===== src/rtl/spi_regfile_rx.sv =====
// SPI mode-0 target that deserialises 16-bit frames into the five PWM control registers.
// Register reads are returned on cipo. All SPI pins are oversampled in the clk domain.
module spi_regfile_rx #(
  parameter int SYNC_STAGES = 2,
  parameter int MAX_ADDR    = 4
) (
  input  logic       clk,
  input  logic       rst_n,
  input  logic       sclk,
  input  logic       copi,
  input  logic       ncs,
  output logic       cipo,
  output logic       cipo_oe,
  output logic [7:0] en_reg_out_7_0,
  output logic [7:0] en_reg_out_15_8,
  output logic [7:0] en_reg_pwm_7_0,
  output logic [7:0] en_reg_pwm_15_8,
  output logic [7:0] pwm_duty_cycle,
  output logic       frame_err
);

  localparam int NREG = 5;
  localparam int SW   = $clog2(SYNC_STAGES + 1);
  localparam logic [SW-1:0] SETTLE_N = SW'(SYNC_STAGES);

  typedef enum logic [1:0] {IDLE, SHIFT, COMMIT, HOLD} state_e;

  state_e state_q, state_d;

  logic [SYNC_STAGES-1:0] sclk_sync_q, copi_sync_q, ncs_sync_q;
  logic                   sclk_prev_q, ncs_prev_q;
  logic [SW-1:0]          settle_q;
  logic                   fresh_q;

  logic [4:0]  cnt_q, cnt_d;
  logic [15:0] shift_q, shift_d;
  logic [7:0]  rbuf_q, rbuf_d;
  logic        rd_q, rd_d;
  logic        cipo_q, cipo_d;
  logic        err_q, err_d;
  logic [7:0]  regs_q [NREG];
  logic [7:0]  regs_d [NREG];

  logic       sclk_s, copi_s, ncs_s;
  logic       sclk_rise, sclk_fall, ncs_rise;
  logic       settled;
  logic [6:0] rd_addr;
  logic [7:0] rd_sel;

  assign sclk_s    = sclk_sync_q[SYNC_STAGES-1];
  assign copi_s    = copi_sync_q[SYNC_STAGES-1];
  assign ncs_s     = ncs_sync_q[SYNC_STAGES-1];
  assign sclk_rise = sclk_s & ~sclk_prev_q;
  assign sclk_fall = ~sclk_s & sclk_prev_q;
  assign ncs_rise  = ncs_s & ~ncs_prev_q;
  assign settled   = (settle_q == SETTLE_N);

  always_ff @(posedge clk or negedge rst_n) begin
    if (!rst_n) begin
      sclk_sync_q <= '0;
      copi_sync_q <= '0;
      ncs_sync_q  <= '1;
      sclk_prev_q <= 1'b0;
      ncs_prev_q  <= 1'b1;
      settle_q    <= '0;
      fresh_q     <= 1'b1;
    end else begin
      sclk_sync_q <= {sclk_sync_q[SYNC_STAGES-2:0], sclk};
      copi_sync_q <= {copi_sync_q[SYNC_STAGES-2:0], copi};
      ncs_sync_q  <= {ncs_sync_q[SYNC_STAGES-2:0], ncs};
      sclk_prev_q <= sclk_s;
      ncs_prev_q  <= ncs_s;
      if (!settled) settle_q <= settle_q + SW'(1);
      // Until ncs is seen high once after reset, a low ncs belongs to an interrupted frame.
      if (settled && ncs_s) fresh_q <= 1'b0;
    end
  end

  // Read address is complete on the 8th rise: seven bits already shifted plus the live one.
  assign rd_addr = {shift_q[5:0], copi_s};

  always_comb begin
    rd_sel = 8'h00;
    for (int i = 0; i < NREG; i++) begin
      if (i <= MAX_ADDR && rd_addr == 7'(i)) rd_sel = regs_q[i];
    end
  end

  always_comb begin
    state_d = state_q;
    cnt_d   = cnt_q;
    shift_d = shift_q;
    rbuf_d  = rbuf_q;
    rd_d    = rd_q;
    cipo_d  = cipo_q;
    err_d   = 1'b0;
    regs_d  = regs_q;
    case (state_q)
      IDLE: begin
        cipo_d = 1'b0;
        if (settled && !ncs_s) begin
          if (fresh_q) begin
            state_d = HOLD;
          end else begin
            state_d = SHIFT;
            cnt_d   = 5'd0;
            rd_d    = 1'b0;
          end
        end
      end
      SHIFT: begin
        if (ncs_rise) begin
          state_d = COMMIT;
        end else if (sclk_rise) begin
          shift_d = {shift_q[14:0], copi_s};
          if (cnt_q != 5'd17) cnt_d = cnt_q + 5'd1;
          if (cnt_q == 5'd7 && !shift_q[6]) begin
            rd_d   = 1'b1;
            rbuf_d = rd_sel;
          end
        end else if (sclk_fall) begin
          // Counts 8..15 map to buffer bits 7..0.
          if (rd_q && cnt_q[4:3] == 2'b01) cipo_d = rbuf_q[~cnt_q[2:0]];
          else                             cipo_d = 1'b0;
        end
      end
      COMMIT: begin
        state_d = IDLE;
        cipo_d  = 1'b0;
        if (cnt_q == 5'd16) begin
          if (shift_q[15]) begin
            for (int i = 0; i < NREG; i++) begin
              if (i <= MAX_ADDR && shift_q[14:8] == 7'(i)) regs_d[i] = shift_q[7:0];
            end
          end
        end else begin
          err_d = 1'b1;
        end
      end
      HOLD: begin
        cipo_d = 1'b0;
        if (ncs_s) state_d = IDLE;
      end
      default: state_d = IDLE;
    endcase
  end

  always_ff @(posedge clk or negedge rst_n) begin
    if (!rst_n) begin
      state_q <= IDLE;
      cnt_q   <= 5'd0;
      shift_q <= 16'h0000;
      rbuf_q  <= 8'h00;
      rd_q    <= 1'b0;
      cipo_q  <= 1'b0;
      err_q   <= 1'b0;
      for (int i = 0; i < NREG; i++) regs_q[i] <= 8'h00;
    end else begin
      state_q <= state_d;
      cnt_q   <= cnt_d;
      shift_q <= shift_d;
      rbuf_q  <= rbuf_d;
      rd_q    <= rd_d;
      cipo_q  <= cipo_d;
      err_q   <= err_d;
      for (int i = 0; i < NREG; i++) regs_q[i] <= regs_d[i];
    end
  end

  assign cipo            = cipo_q;
  assign cipo_oe         = ~ncs_s & (state_q == SHIFT);
  assign frame_err       = err_q;
  assign en_reg_out_7_0  = regs_q[0];
  assign en_reg_out_15_8 = regs_q[1];
  assign en_reg_pwm_7_0  = regs_q[2];
  assign en_reg_pwm_15_8 = regs_q[3];
  assign pwm_duty_cycle  = regs_q[4];

endmodule


===== config.mk =====
export PLATFORM = sky130hd
export DESIGN_NAME = spi_regfile_rx
export DESIGN_NICKNAME = d
export VERILOG_FILES = /design/src/rtl/spi_regfile_rx.sv
export SDC_FILE = /design/constraint.sdc
export NUM_CORES = 1
export LEC_CHECK = 0
export BUFFER_PORTS_ARGS = -buffer_cell sky130_fd_sc_hd__buf_2
export CORE_UTILIZATION = 50
export DETAILED_ROUTE_END_ITERATION = 10
export GPL_TIMING_DRIVEN = 0
export PLACE_DENSITY = 0.7
export SYNTH_ARGS = -nofsm -noshare
export SYNTH_HDL_FRONTEND = slang
export SYNTH_SLANG_ARGS = --single-unit

===== constraint.sdc =====
create_clock -name clk -period 2.4 [get_ports clk]
set_input_delay 0.36 -clock clk [delete_from_list [all_inputs] [get_ports clk]]
set_output_delay 0.36 -clock clk [all_outputs]
set_load 0.01 [all_outputs]

==> results.tsv <==
stage	metric	value	unit
final_layout	# nets final	414	
grt	initial antenna violation count	0	
power	static leakage	0.002238	uW
critical_path	nature of the critical path endpoint	flip-flop	
grt	vias in the first global route	2700	
cts	CTS tree	done	
grt	GRT overflow	0	
timing	Final Critical Period	2.272	ns
timing	Final Skew	0.01534	ns
grt	GR Layer Usage met1	0.3113	
placed_design	GPL Wtd Cong	0.7791	
die	Core Area	0.007408	mm^2
cts	CTS H-Tree Depth	3	
placed_design	IO buf count	47	
route	DR vias/cell	5.585	
timing	setup_tns	0	ns
grt	met2 Usage GRT	0.3422	
route	final wirelength	8481	um
logic_synthesis	Seq/Total Area, Yosys	0.5474	
placed_design	Final HPWL DP	6029	um
critical_path	kind of cell adding the most delay to the critical path	simple AND/OR/NAND/NOR gates	
critical_path	RR Startpoint	shift_q[2]$_DFFE_PN0P_	
critical_path	CP max FO	10	
die	I/O pins	48	
cts	clock sink count	85	
critical_path	startpoint types	flip-flop	
power	power per cell area	758.2	mW/mm^2
die	Rows	31	
critical_path	launch point of the critical path	shift_q[2]$_DFFE_PN0P_	
critical_path	Critical Path RT	2.63	ns
final_layout	Area Overhead vs Synth	16.13	%
critical_path	crit-path cells	clkbuf_1 -> nor3b_1 -> buf_2 -> a221oi_1 -> a211oi_1 -> o31ai_1	
route	DRC viols	0	
cts	latest clock arrival within the worst-skew pair	0.35	ns
die	die height	90.26	um
route	Detailed Route Iter0 Violations	121	
die	Die Wd	90.26	um
grt	Total GRT Usage	0.2198	
logic_synthesis	post-synth cell types	42	
route	antenna-violating nets left	0	
job	number of max-cap violations	0	
timing	Achievable Freq	440.2	MHz
timing	slew at the pin closest to its max-slew limit	0.7562	ns
route	DRT Pass-1 Iters	4	
route	vias	2843	
timing	Worst slew margin	0.4931	
timing	Final setup viols	0	
logic_synthesis	Synth Register Bits	85	
grt	first-pass GRT wire length	13960	um
critical_path	slowest stage cell, crit path	nor3b_1	
timing	crit share post-route	0.9465	
grt	largest net degree at the start of global routing	50	
cts	number of buffers created by CTS	9	
final_layout	share of cells above drive strength 1	0.3049	
critical_path	crit-path max cell delay	0.61	ns
timing	final hold vios	0	
critical_path	crit path kind	reg -> reg	
cts	clock slew at reported path FFs	0.10	ns
grt	Most Used Layer, Global Route	met2	
grt	met3 global-route usage	0.03114	
logic_synthesis	Avg Inst Size Synth	11.29	um^2
final_layout	Final Util	0.6105	
timing	RSZ-0062 raised after global routing	no	
cts	Setup Fix Bufs, Post-CTS	0	
logic_synthesis	syn_nets	354	
timing	Slew Viols, Final	0	
min_path	Worst Hold Class	in -> reg	
route	post-DR wirelength/cell	16.66	um
cts	CTS Buffer Depth	2	
power	VDD IR max	412.3	uV
critical_path	buffers and inverters on the worst path	2	
cts	Root Driver	clkbuf_8	
die	starting density of the core	0.5258	
final_layout	Antenna Diode Count	0	
die	total die area	0.008147	mm^2
min_path	worst hold start	ncs	
critical_path	data arrival time of the critical path	2.50	ns
run_status	status	completed	
logic_synthesis	Mapped Cells	345	
logic_synthesis	Synthesis Warnings	0	
logic_synthesis	mapped cell area	0.003895	mm^2
[where the power goes]
part	total [uW]	switching [uW]	internal (uW)	leakage (uW)
sequential	1650	135	1520	0.00114
clock	1130	532	601	0.000115
combinational	642	408	235	0.000979
total	3430	1080	2350	0.00224
[cell usage after synthesis]
cell      count  share of area
nor3b_2       1         0.0032
a221oi_1      8          0.018
nand4b_1      2         0.0045
mux2_2       41           0.12
dfstp_2       4          0.027
ha_1          4          0.013
inv_1         6         0.0058
nor2_2        3         0.0048
nand3_1       3         0.0039
xnor2_1       3         0.0067
nor4_1        3         0.0048
nor2b_1       4         0.0064
nor3_1       10          0.013
and4_1        8          0.018
a22o_1        2         0.0045
o31ai_1       8          0.015
or2_1         1         0.0016
nor3b_1       1         0.0019
or3_4         1         0.0029
and4bb_2      1         0.0032
nor4b_1       2         0.0045
nand2b_1     19          0.031
buf_6         3         0.0087
a21boi_0      1         0.0019
a21oi_1       3         0.0039
a211oi_1      8          0.015
or4_1         2         0.0039
nor2_1       16          0.015
nand2_1      55          0.053
buf_1         1        0.00096
and2_1        1         0.0016
or2_2         1         0.0016
buf_2         2         0.0026
o21ai_0      12          0.015
mux4_2        2          0.012
and2b_1       1         0.0019
nand4_1       2         0.0032
mux2i_1       3         0.0077
clkbuf_1     13          0.013
dfrtp_1      81           0.52
nor3_2        1         0.0026
nand3b_1      2         0.0039
[layer usage]
| layer | vias up | routed length (um) |
|---|---|---|
| met5 | - | 0 |
| met4 | 0 | 140 |
| met3 | 13 | 318 |
| met2 | 69 | 4010 |
| met1 | 1417 | 4012 |
| li1 | 1344 | - |
[registers in the layout (all words and copies together) (netlist names), 5 cells and up]
signal / count
cnt_q: 5
en_reg_pwm_7_0: 8
rbuf_q: 8
pwm_duty_cycle: 8
en_reg_out_7_0: 8
en_reg_out_15_8: 8
shift_q: 16
en_reg_pwm_15_8: 8
[stage by stage]
| stage | instances | cell area, um^2 | setup WS [ns] | total power, uW | hold WS, ns |
|---|---|---|---|---|---|
| 5_1_grt | 509 | 4523 | 0.009537 | 3601 | 0.08365 |
| 3_5_place_dp | 492 | 4284 | 0.1490 | 2315 | 0.3419 |
| 2_1_floorplan | 345 | 3895 | 0.4725 | 2082 | 0.06441 |
| 6_report | 509 | 4523 | 0.1284 | 3429 | 0.09915 |
| 3_3_place_gp | 491 | 4254 | 0.1650 | 2284 | 0.3327 |
| 4_1_cts | 509 | 4522 | 0.1454 | 3446 | 0.08525 |
[cell usage in the layout (no fill, tap or decap), types with 2 or more instances in the layout]
| cell type | n |
|---|---|
| a211oi_1 | 8 |
| a21oi_1 | 3 |
| a221oi_1 | 8 |
| a22o_1 | 2 |
| and4_1 | 8 |
| buf_2 | 48 |
| buf_6 | 3 |
| bufinv_16 | 2 |
| clkbuf_1 | 13 |
| clkbuf_8 | 9 |
| clkinv_4 | 2 |
| dfrtp_1 | 80 |
| dfstp_2 | 4 |
| ha_1 | 4 |
| inv_1 | 6 |
| inv_6 | 3 |
| mux2_2 | 41 |
| mux2i_1 | 3 |
| mux4_2 | 2 |
| nand2_1 | 55 |
| nand2b_1 | 19 |
| nand3_1 | 3 |
| nand3b_1 | 2 |
| nand4_1 | 2 |
| nand4b_1 | 2 |
| nor2_1 | 16 |
| nor2_2 | 3 |
| nor2b_1 | 4 |
| nor3_1 | 10 |
| nor4_1 | 3 |
| nor4b_1 | 2 |
| o21ai_0 | 12 |
| o31ai_1 | 8 |
| or4_1 | 2 |
| xnor2_1 | 3 |
[kinds of logic after synthesis]
kind of cell / count (synthesis) / share of synthesized area
AO/OA/AOI/OAI: 42 / 0.07453
XOR/XNOR: 3 / 0.006747
adder cells (fa/ha/maj): 4 / 0.01285
buffers and inverters: 25 / 0.03052
flip-flops: 85 / 0.5474
multiplexers: 46 / 0.1378
AND/OR/NAND/NOR: 140 / 0.1902
[path summary, 6_finish.rpt]
| kind | end | slack (ns) | cells past startpoint |
|---|---|---|---|
| setup / recovery | rbuf_q[3]$_DFFE_PN0P_ | 0.13 | 6 |
| hold / removal | ncs_sync_q[0]$_DFF_PN1_ | 0.1 | 1 |
| setup reg to reg | rbuf_q[3]$_DFFE_PN0P_ | 0.13 | 6 |
| hold reg to reg | sclk_sync_q[1]$_DFF_PN0_ | 0.36 | 0 |
| max in group asynchronous | ncs_sync_q[1]$_DFF_PN1_ | 1.25 | 3 |
| min in group asynchronous | sclk_prev_q$_DFF_PN0_ | 0.50 | 2 |
[cell type report]
cell class / count / area [um^2]
Sequential cell: 85 / 2133
Tap cell: 99 / 123.9
Clock inverter: 7 / 103.9
Buffer: 19 / 96.34
Multi-Input combinational cell: 235 / 1644
Clock buffer: 9 / 123.9
Fill cell: 611 / 2885
Inverter: 6 / 22.52
Timing Repair Buffer: 49 / 275.3
[timing repair]
item / CTS / global route
gates resized for setup: 0 / 1
hold buffers: 1 / 0
endpoints found under the hold margin: 35 / 0
endpoints found under the setup margin: 0 / 3
Note: power is estimated with default switching activity, not from simulation.
